[config.mk]
export PLATFORM = sky130hd
export DESIGN_NAME = mem_port_arbiter
export DESIGN_NICKNAME = d
export VERILOG_FILES = /design/src/rtl/mem_arb_pkg.sv /design/src/rtl/mem_arb_pick.sv /design/src/rtl/mem_port_arbiter.sv
export SDC_FILE = /design/constraint.sdc
export NUM_CORES = 1
export LEC_CHECK = 0
export BUFFER_PORTS_ARGS = -buffer_cell sky130_fd_sc_hd__buf_2
export CAP_MARGIN = 5
export CELL_PAD_IN_SITES_DETAIL_PLACEMENT = 1
export CELL_PAD_IN_SITES_GLOBAL_PLACEMENT = 2
export CORE_MARGIN = 1.5
export CORE_UTILIZATION = 27
export DETAILED_ROUTE_END_ITERATION = 8
export MAX_ROUTING_LAYER = met4
export PLACE_DENSITY_LB_ADDON = 0.1
export SYNTH_ARGS = -nofsm -noshare
export SYNTH_HDL_FRONTEND = slang
export SYNTH_HIERARCHICAL = 1
export SYNTH_SLANG_ARGS = --single-unit
[constraint.sdc]
create_clock -name clk -period 3.75 [get_ports clk]
set_clock_uncertainty 0.15 [all_clocks]
set_input_delay 0.1875 -clock clk [delete_from_list [all_inputs] [get_ports clk]]
set_output_delay 0.1875 -clock clk [all_outputs]
set_load 0.03 [all_outputs]
[src/rtl/mem_arb_pkg.sv]
// Shared types and helpers for the two-port main-memory arbiter.
package mem_arb_pkg;

  typedef enum logic [1:0] {
    IDLE,
    ACCESS,
    DONE
  } arb_state_t;

  typedef enum logic {
    OWN_I = 1'b0,
    OWN_D = 1'b1
  } arb_owner_t;

  // One memory word as four bytes; byte 3 is the most significant.
  typedef logic [3:0][7:0] word_t;

  localparam int WORD_OFFSET_W = 2;

  // Clear the byte-within-word bits of a byte address.
  function automatic logic [31:0] word_addr(input logic [31:0] byte_addr);
    return byte_addr & ~((32'd1 << WORD_OFFSET_W) - 32'd1);
  endfunction

endpackage

[src/rtl/mem_arb_pick.sv]
// Two-way request picker for mem_port_arbiter.
// Default: round-robin on ties (the port that was not granted last wins).
// `define ARB_DPORT_PRIORITY_EN: fixed priority, D wins every tie.
module mem_arb_pick
  import mem_arb_pkg::*;
(
  input  logic       i_req,
  input  logic       d_req,
  input  arb_owner_t last_grant,
  output logic       grant_valid,
  output arb_owner_t grant_owner
);

`ifdef ARB_DPORT_PRIORITY_EN
  // Fixed priority ignores the pointer.
  logic unused_last_grant;
  assign unused_last_grant = ^last_grant;
`endif

  // Choose the winner among the active requests.
  always_comb begin
    // NOTE: every output gets a default first so no path leaves it unassigned (no latch).
    grant_valid = i_req | d_req;
    grant_owner = OWN_I;
    if (i_req && d_req) begin
`ifdef ARB_DPORT_PRIORITY_EN
      grant_owner = OWN_D;
`else
      grant_owner = (last_grant == OWN_D) ? OWN_I : OWN_D;
`endif
    end else if (d_req) begin
      grant_owner = OWN_D;
    end
  end

endmodule

[src/rtl/mem_port_arbiter.sv]
// Shares one main-memory port between the I refill port and the D cache port.
// Each access holds address/data for MEM_LATENCY cycles, then pulses done.
// Optional macro ARB_DPORT_PRIORITY_EN selects fixed D priority instead of
// round-robin (see mem_arb_pick).
module mem_port_arbiter
  import mem_arb_pkg::*;
#(
  parameter int  MEM_LATENCY = 4,
  localparam int CNT_W       = $clog2(MEM_LATENCY + 1)
) (
  input  logic        clk,
  input  logic        rst,
  input  logic        i_req,
  input  logic [31:0] i_addr,
  output word_t       i_rdata,
  output logic        i_done,
  input  logic        d_req,
  input  logic        d_we,
  input  logic [31:0] d_addr,
  input  word_t       d_wdata,
  output word_t       d_rdata,
  output logic        d_done,
  output logic [31:0] mem_addr,
  output word_t       mem_data_in,
  input  word_t       mem_data_out,
  output logic        mem_we,
  output logic        busy,
  output arb_owner_t  owner
);

  arb_state_t       state;
  arb_owner_t       last_grant;
  logic [CNT_W-1:0] cnt;
  logic             is_write;
  logic             grant_valid;
  arb_owner_t       grant_owner;

  mem_arb_pick u_pick (
    .i_req       (i_req),
    .d_req       (d_req),
    .last_grant  (last_grant),
    .grant_valid (grant_valid),
    .grant_owner (grant_owner)
  );

  // Access sequencer: grant, hold the memory port for MEM_LATENCY cycles, pulse done.
  // Memory-side outputs are registered; mem_we is raised one edge early so it
  // is high exactly in the final ACCESS cycle.
  always_ff @(posedge clk or posedge rst) begin
    if (rst) begin
      state       <= IDLE;
      last_grant  <= OWN_D;
      owner       <= OWN_I;
      cnt         <= '0;
      is_write    <= 1'b0;
      mem_addr    <= '0;
      mem_data_in <= '0;
      mem_we      <= 1'b0;
      busy        <= 1'b0;
      i_done      <= 1'b0;
      d_done      <= 1'b0;
      // NOTE: read-data registers are plain flops visible on ports, so they reset too.
      i_rdata     <= '0;
      d_rdata     <= '0;
    end else begin
      // NOTE: non-blocking assignments throughout so every flop samples pre-edge values.
      i_done <= 1'b0;
      d_done <= 1'b0;
      unique case (state)
        IDLE: begin
          if (grant_valid) begin
            state      <= ACCESS;
            owner      <= grant_owner;
            last_grant <= grant_owner;
            cnt        <= CNT_W'(MEM_LATENCY);
            busy       <= 1'b1;
            if (grant_owner == OWN_D) begin
              mem_addr    <= word_addr(d_addr);
              is_write    <= d_we;
              mem_data_in <= d_we ? d_wdata : '0;
              mem_we      <= (MEM_LATENCY == 1) && d_we;
            end else begin
              mem_addr    <= word_addr(i_addr);
              is_write    <= 1'b0;
              mem_data_in <= '0;
              mem_we      <= 1'b0;
            end
          end
        end
        ACCESS: begin
          cnt <= cnt - CNT_W'(1);
          if (cnt == CNT_W'(1)) begin
            state       <= DONE;
            mem_we      <= 1'b0;
            mem_addr    <= '0;
            mem_data_in <= '0;
            if (owner == OWN_D) begin
              d_done <= 1'b1;
              if (!is_write) d_rdata <= mem_data_out;
            end else begin
              i_done  <= 1'b1;
              i_rdata <= mem_data_out;
            end
          end else begin
            mem_we <= is_write && (int'(cnt) == 2);
          end
        end
        DONE: begin
          state <= IDLE;
          busy  <= 1'b0;
        end
        default: state <= IDLE;
      endcase
    end
  end

endmodule

== Yosys cells after proc, flatten, opt, wreduce, memory -nomap -nowiden ==
Index checks and enable logic that the tools add are counted.
Storage, ports and cells
  latch bits: 0
  logic and storage cells: 72
  output and inout bits: 133
  memory bits (writable): 0
  memory bits (read-only): 0
  input port bits: 133
  flip-flop bits (word level): 140
  memories kept: 0
Cells by class
  multiply operators: 0
  add/subtract/negate cells: 1
  divide/modulo/power cells: 0
  shifts and indexed selects: 0
  bitwise gates (word level): 3
  equal/unequal tests: 6
  reduce and logical (&&, ||, !) cells: 12
  mux-type cells: 28
  magnitude comparators: 0
Operator list (count)
  two-way mux 32 bit: 6
  case mux 32 bit (2 select lines): 2
  two-way mux 1 bit: 13
  AND reduction 2 bit: 4
  case mux 3 bit (2 select lines): 1
  AND reduction 3 bit: 2
  two-way mux 2 bit: 2
  != test 2 bit, second input constant: 2
  case mux 1 bit (2 select lines): 2
  case mux 2 bit (2 select lines): 1
  AND reduction 4 bit: 1
  nonzero test 2 bit: 2
  == test 3 x 1 -> 1 bit, second input constant: 1
  == test 3 bit, second input constant: 1
  two-way mux 3 bit: 1
  subtractor 3 x 1 -> 3 bit, second input constant: 1
  == test 2 x 1 -> 1 bit, second input constant: 1
  == test 2 bit, second input constant: 1
  logical AND 1 bit: 2
  zero test 2 bit: 1
  inverter 1 bit: 2
  bitwise OR 1 bit: 1

== Longest topological paths before layout ==
Gate-level depths: netlist of run 1.
  depth in word-level cells: 5
  mapped depth: 8
  mapped depth without buffers: 5

== Modules after synthesis ==
Netlist of run 1, hierarchy kept.
Modules (own cells, without submodules)
  mem_port_arbiter: area an instance 5886.9 um^2, times used 1, seq. area each 3454.6 um^2, cells an instance 434
  mem_arb_pick: area an instance 13.8 um^2, times used 1, seq. area each 0.0 um^2, cells an instance 2

== Worst setup path after synthesis of run 1 ==
OpenSTA, ideal clock, no wires.
  path type: flip-flop to flip-flop
  start point: register cnt[1]
  end point: register d_rdata[0] (netlist name)
  setup slack: 1773 ps
  data required time: 3475 ps
  period minus slack after synthesis: 1977 ps
  cell stages (with the launch flop): 8
  buffers on the path: 2
  library setup time: 125 ps
  arrival: 1702 ps
  cell sequence: dfrtp_1 -> inv_1 -> ha_1 -> nand4bb_1 -> or3b_1 -> buf_6 -> buf_6 -> mux2_4
On the way
  word-level cells in the longest chain between the ends: 2
RTL lines
  start: declaration: RTL line mem_port_arbiter.sv:33  | logic [CNT_W-1:0] cnt;
  start signal: assignment: RTL line mem_port_arbiter.sv:75  | cnt <= CNT_W'(MEM_LATENCY);
  start signal: assignment: RTL line mem_port_arbiter.sv:91  | cnt <= cnt - CNT_W'(1);
  == test 3 x 1 -> 1 bit: RTL line mem_port_arbiter.sv:92  | if (cnt == CNT_W'(1)) begin
  AND reduction 4 bit (no line)
  end signal: assignment: RTL line mem_port_arbiter.sv:99  | if (!is_write) d_rdata <= mem_data_out;
  end: declaration: RTL line mem_port_arbiter.sv:21  | output word_t d_rdata,
Every way passes these cells.
A chain may end at the register's enable or synchronous reset.

== Final worst setup path of run 1 ==
  start point: register cnt[1]
  end point: register d_rdata[16] (netlist name)
Same word-level chain as after synthesis.

==> results of run 1 <==
==> cell usage in the layout, fill, tap and decap left out, types with 2 or more instances in the layout <==
cell type / n
buf_2: 259
dfrtp_1: 137
dlygate4sd3_1: 125
mux2_2: 36
and3_1: 32
a31o_2: 32
mux2i_1: 30
nand3_1: 30
o31ai_1: 30
mux2_4: 30
clkbuf_16: 17
buf_4: 9
nand2_1: 7
inv_1: 5
o21ai_0: 4
clkinvlp_4: 4
inv_6: 4
ha_1: 3
bufinv_16: 3
or3b_2: 2
and2_1: 2
a21oi_1: 2
conb_1: 2
clkinv_2: 2
==> kinds of logic (layout without fill, tap and decap cells) <==
family / after synthesis / count (layout) / synth area share, %
buf+inv: 45 / 431 / 3.796
fa+ha+maj: 3 / 3 / 0.6362
other cells: 1 / 2 / 0.06355
compound gates: 73 / 73 / 9.712
flops: 138 / 138 / 58.55
simple gates: 80 / 80 / 7.655
mux: 96 / 96 / 19.59
==> cell usage after synthesis (all sizes together), types with 4 or more instances <==
library cell	n
nand3	30
clkbuf	22
nand2	7
dfrtp	137
mux2i	30
buf	17
inv	6
o21ai	4
and3	32
a31o	32
o31ai	30
mux2	66
==> state kept, by name, indices dropped and copies added (netlist names) <==
name         cells
d_rdata         32
i_rdata         32
mem_data_in     32
mem_addr        30
cnt              3
state            2
busy             1
d_done           1
i_done           1
is_write         1
last_grant       1
mem_we           1
owner            1
==> path summary, 6_finish.rpt <==
check                                 end  slack, ns  cells after the start       start
setup / recovery              d_rdata[16]       1.02                      6      cnt[1]
hold / removal               mem_addr[10]       0.02                      3  d_addr[10]
setup reg to reg              d_rdata[16]       1.02                      6      cnt[1]
hold reg to reg                    mem_we       0.33                      2      mem_we
max in group asynchronous  mem_data_in[6]       2.25                      4         rst
min in group asynchronous  mem_data_in[5]       0.25                      3         rst
==> critical path, delay by kind of cell (launching register included) <==
| family | cells | cell delay, ns |
|---|---|---|
| adder cells (fa/ha/maj) | 1 | 0.26 |
| buffers and inverters | 2 | 0.42 |
| flip-flops | 1 | 0.40 |
| multiplexers | 1 | 0.37 |
| AND/OR/NAND/NOR | 2 | 0.99 |
==> routing by layer <==
metal	part of all wire (%)	track usage [%]	routed length, um
met2	50	28.63	9171
met5	0	-	0
met1	42	18.86	7647
met3	6.1	4.518	1107
met4	1.9	6.262	346
==> per-stage QoR <==
stage | power, uW | worst slack (ns) | cell area [sq um] | hold WS [ns] | instances
2_1_floorplan | 4428 | 1.692 | 5908 | 0.1860 | 437
3_3_place_gp | 5309 | 1.043 | 7475 | 0.1480 | 942
3_5_place_dp | 5386 | 1.001 | 7475 | 0.1507 | 942
4_1_cts | 7286 | 1.001 | 9321 | 0.01496 | 1098
5_1_grt | 7595 | 0.9028 | 9321 | 0.02563 | 1098
6_report | 7185 | 1.021 | 9321 | 0.01566 | 1098
==> area by class of cell <==
| type | count | area (sq um) |
|---|---|---|
| Timing Repair Buffer | 394 | 2635 |
| Clock buffer | 18 | 429.2 |
| Clock inverter | 13 | 166.4 |
| Tap cell | 275 | 344.1 |
| Inverter | 6 | 26.28 |
| Multi-Input combinational cell | 254 | 2266 |
| Fill cell | 2313 | 11900 |
| Sequential cell | 138 | 3455 |
==> where the power goes <==
group,switching (uW),internal (uW)
clock network,673,1050
logic,1960,1180
registers,295,2030
total,2920,4260
==> results.json, run 1 <==
{
  "status": "complete, no violations",
  "portBuffers": 259,
  "cts_tree": "yes",
  "synthToLayoutAreaGrowth_pct": 57.97,
  "holdBufCountCts": 125,
  "slew_violations": 0,
  "gp_congestion": 0.7333,
  "cp_max_fo": 32,
  "post_drt_wl_per_cell_um": 16.64,
  "drt_iter0_markers": 132,
  "routed_wl_mm": 18.27,
  "crit_arrival_ns": 2.87,
  "crit_path_start_kind": "flop",
  "grt.overflow.total": 0,
  "path_clk_slew_ns": 0.06,
  "clockBufferDepth": 2,
  "async_flop_share_pct": 100.0,
  "die_h_um": 150.8,
  "drc": 0,
  "crit_slowest_cell": "or3b_2",
  "drive_above_1_share_pct": 49.33,
  "drv_cap": 0,
  "required_ns": 3.89,
  "vias": 5071,
  "endpoint_kind": "flop",
  "track_usage_pct": 16.81,
  "postSynthCellCount": 436,
  "min_period_over_period_pct": 72.77,
  "setup-tns-final_ns": 0,
  "worstPathCellList": "inv_1, ha_1, nand4bb_4, or3b_2, buf_4, mux2_4",
  "ctsRootBufferMaster": "clkbuf_16",
  "grt_pass1_wl_mm": 28.70,
  "vias_per_cell": 4.618,
  "synth_area_leaders": "dfrtp_1 58%, mux2_4 7.6%, mux2_2 6.9%",
  "nets": 947,
  "hpwl_mm": 11.72,
  "worst_pin_slew_ns": 1.203,
  "yosysWarnings": 6,
  "rsz0062_at_grt": "false",
  "synth_area_per_cell_sq_um": 13.53,
  "grt_pass1_vias": 5548,
  "cts-buffers-inserted": 17,
  "clock_sinks": 138,
  "htree_levels": 4,
  "cts_setup_buffers": 0,
  "p_per_area_nw_per_um2": 770.8,
  "ys.flop_type": "dfrtp_1",
  "fmax_mhz": 366.5,
  "final-setup-viol-count": 0,
  "power.leakage_uw": 0.004848,
  "yosysTopAreaCellShare_pct": 58.10,
  "grt_antenna_before_repair": 0,
  "rows": 53,
  "slew_headroom_pct": 19.80,
  "hold_viol": 0,
  "cts_resized": 0,
  "yosysTopAreaCell": "dfrtp_1",
  "num_antenna_cells": 0,
  "ys_seq_area_share_pct": 58.55,
  "insertion_delay_ns": 0.41,
  "first_pass_iters": 3,
  "timing.final.crit_period_ns": 2.729,
  "fp.coreArea_sq_um": 21220,
  "max-vdd-ir-drop_uv": 281.5,
  "die_w_um": 150.8,
  "critPathKind": "reg2reg",
  "start_util_pct": 27.81,
  "dieArea_sq_um": 22750,
  "syn-cell-area_sq_um": 5901,
  "worst_path_largest_cell_delay_ns": 0.58,
  "yosys_register_bits": 138,
  "ios": 266,
  "grt_max_degree": 76,
  "final_antenna_net_count": 0,
  "fin_util_pct": 43.93,
  "hold_class": "in2reg",
  "synth_edf_count": 0,
  "synth_cell_types": 34
}
No activity file was read; power rests on OpenSTA's default activity.
==> inputs of run 2 (changes only) <==
--- a/config.mk
+++ b/config.mk
@@ -10,7 +10,7 @@
 export CELL_PAD_IN_SITES_DETAIL_PLACEMENT = 1
 export CELL_PAD_IN_SITES_GLOBAL_PLACEMENT = 2
 export CORE_MARGIN = 1.5
-export CORE_UTILIZATION = 27
+export CORE_UTILIZATION = 29
 export DETAILED_ROUTE_END_ITERATION = 8
 export MAX_ROUTING_LAYER = met4
 export PLACE_DENSITY_LB_ADDON = 0.1
==> constraint.sdc (replaced) <==
create_clock -name clk -period 2.87 [get_ports clk]
set_clock_uncertainty 0.15 [all_clocks]
set_input_delay 0.1435 -clock clk [delete_from_list [all_inputs] [get_ports clk]]
set_output_delay 0.1435 -clock clk [all_outputs]
set_load 0.03 [all_outputs]
==> results.json, run 2 (synthesized netlist as in run 1, its figures left out) <==
{
  "rsz0062_at_grt": "false",
  "clockBufferDepth": 2,
  "insertion_delay_ns": 0.40,
  "grt.overflow.total": 0,
  "fin_cells": 1094,
  "cts_tree": "yes",
  "fmax_mhz": 431.1,
  "grt_antenna_before_repair": 0,
  "max-vdd-ir-drop_uv": 406.8,
  "slew_violations": 0,
  "portBuffers": 259,
  "drv_cap": 0,
  "largest_registers": "d_rdata: 32 flops, i_rdata: 32 flops, mem_data_in: 32 flops",
  "cts-buffers-inserted": 17,
  "hpwl_mm": 11.69,
  "ff_latch_area_sq_um": 3455,
  "vias_per_cell": 4.665,
  "cp_max_fo": 32,
  "cts_setup_buffers": 0,
  "synthToLayoutAreaGrowth_pct": 58.78,
  "layout_commonest_cell": "buf_2",
  "num_antenna_cells": 0,
  "grt_pass1_wl_mm": 29.79,
  "fp.coreArea_sq_um": 19720,
  "worst_pin_slew_ns": 0.8972,
  "ios": 266,
  "required_ns": 3.01,
  "htree_levels": 4,
  "path_clk_slew_ns": 0.06,
  "min_period_over_period_pct": 80.83,
  "hold_class": "in2reg",
  "slew_headroom_pct": 40.19,
  "p_per_area_nw_per_um2": 1004,
  "first_pass_iters": 4,
  "endpoint_kind": "flop",
  "final_antenna_net_count": 0,
  "start_util_pct": 29.93,
  "grt_pass1_vias": 5669,
  "final_cell_mix": "259 x buf_2, 137 x dfrtp_1, 127 x dlygate4sd3_1",
  "drt_iter0_markers": 149,
  "die_w_um": 145.6,
  "track_usage_pct": 18.10,
  "vias": 5104,
  "final-setup-viol-count": 0,
  "total_power_uw": 9405,
  "setup-tns-final_ns": 0,
  "status": "complete, no violations",
  "crit_path_start_kind": "flop",
  "n_fill_cell": 2151,
  "power.leakage_uw": 0.004874,
  "place_area_sq_um": 7497,
  "whs_ns": 0.03118,
  "drc": 0,
  "grt_max_degree": 71,
  "clock_sinks": 138,
  "ctsRootBufferMaster": "clkbuf_16",
  "die_h_um": 145.6,
  "critPathKind": "reg2reg",
  "holdBufCountCts": 127,
  "hold_viol": 0,
  "routed_wl_mm": 18.15,
  "fin_area_sq_um": 9369,
  "drive_above_1_share_pct": 49.34,
  "place_inst": 935,
  "rows": 51,
  "crit_arrival_ns": 2.46,
  "gp_congestion": 0.7500,
  "dieArea_sq_um": 21210,
  "nets": 952,
  "r2r_slack_ns": 0.55,
  "timing.final.crit_period_ns": 2.320,
  "multi_input_area_sq_um": 2266,
  "post_drt_wl_per_cell_um": 16.59,
  "cts_resized": 0
}
## run 2: cell types whose count changed in the layout (fill, tap and decap cells not counted)
| cell | delta |
|---|---|
| buf_4 | +2 |
| clkbuf_1 | +1 |
| clkinvlp_4 | -1 |
| clkinv_4 | +3 |
| inv_6 | -2 |
| dlygate4sd3_1 | +2 |
| buf_12 | +1 |
## run 2: layout make-up
class,instances,share of cell area [%]
Sequential cell,138,36.87
Tap cell,265,3.539
Inverter,6,0.2804
Multi-Input combinational cell,254,24.19
Timing Repair Buffer,399,28.71
Clock buffer,19,4.621
Clock inverter,13,1.790
## run 2: critical path: stages, from the launching register on
cell and delay [ns]:
dfrtp_1 0.40, inv_1 0.10, ha_1 0.24, nand4bb_4 0.14, or3b_2 0.45, buf_4 0.33
mux2_4 0.37
## run 2: per-layer routing
metal  vias to the layer above  global-route usage (%)  share of wire, %
met5                         -                       -                 0
met4                         0                   5.816               1.7
met3                        20                   4.169               4.5
met2                       167                   31.07                51
met1                      2557                   20.91                43
li1                       2360                       -                 -
## run 2: metrics by stage
stage,setup WS [ns],util [%]
after CTS,0.5394,47.52
after global placement,0.5907,38.02
final,0.5503,47.52
after detailed placement,0.5352,38.02
after floorplan,0.8562,-
after global routing,0.4258,47.52
## run 2: path summary, 6_finish.rpt
kind,startpoint,to,depth (start not counted)
max,cnt[1],d_rdata[13],6
min,d_req,busy,4
max reg2reg,cnt[1],d_rdata[13],6
min reg2reg,mem_we,mem_we,2
max in group asynchronous,rst,i_done,4
min in group asynchronous,rst,i_rdata[29],4
## run 2: power by group
part,switching [uW],internal (uW),leakage [uW]
Combinational,2560,1580,0.00283
Clock,863,1370,0.000288
Sequential,381,2650,0.00176
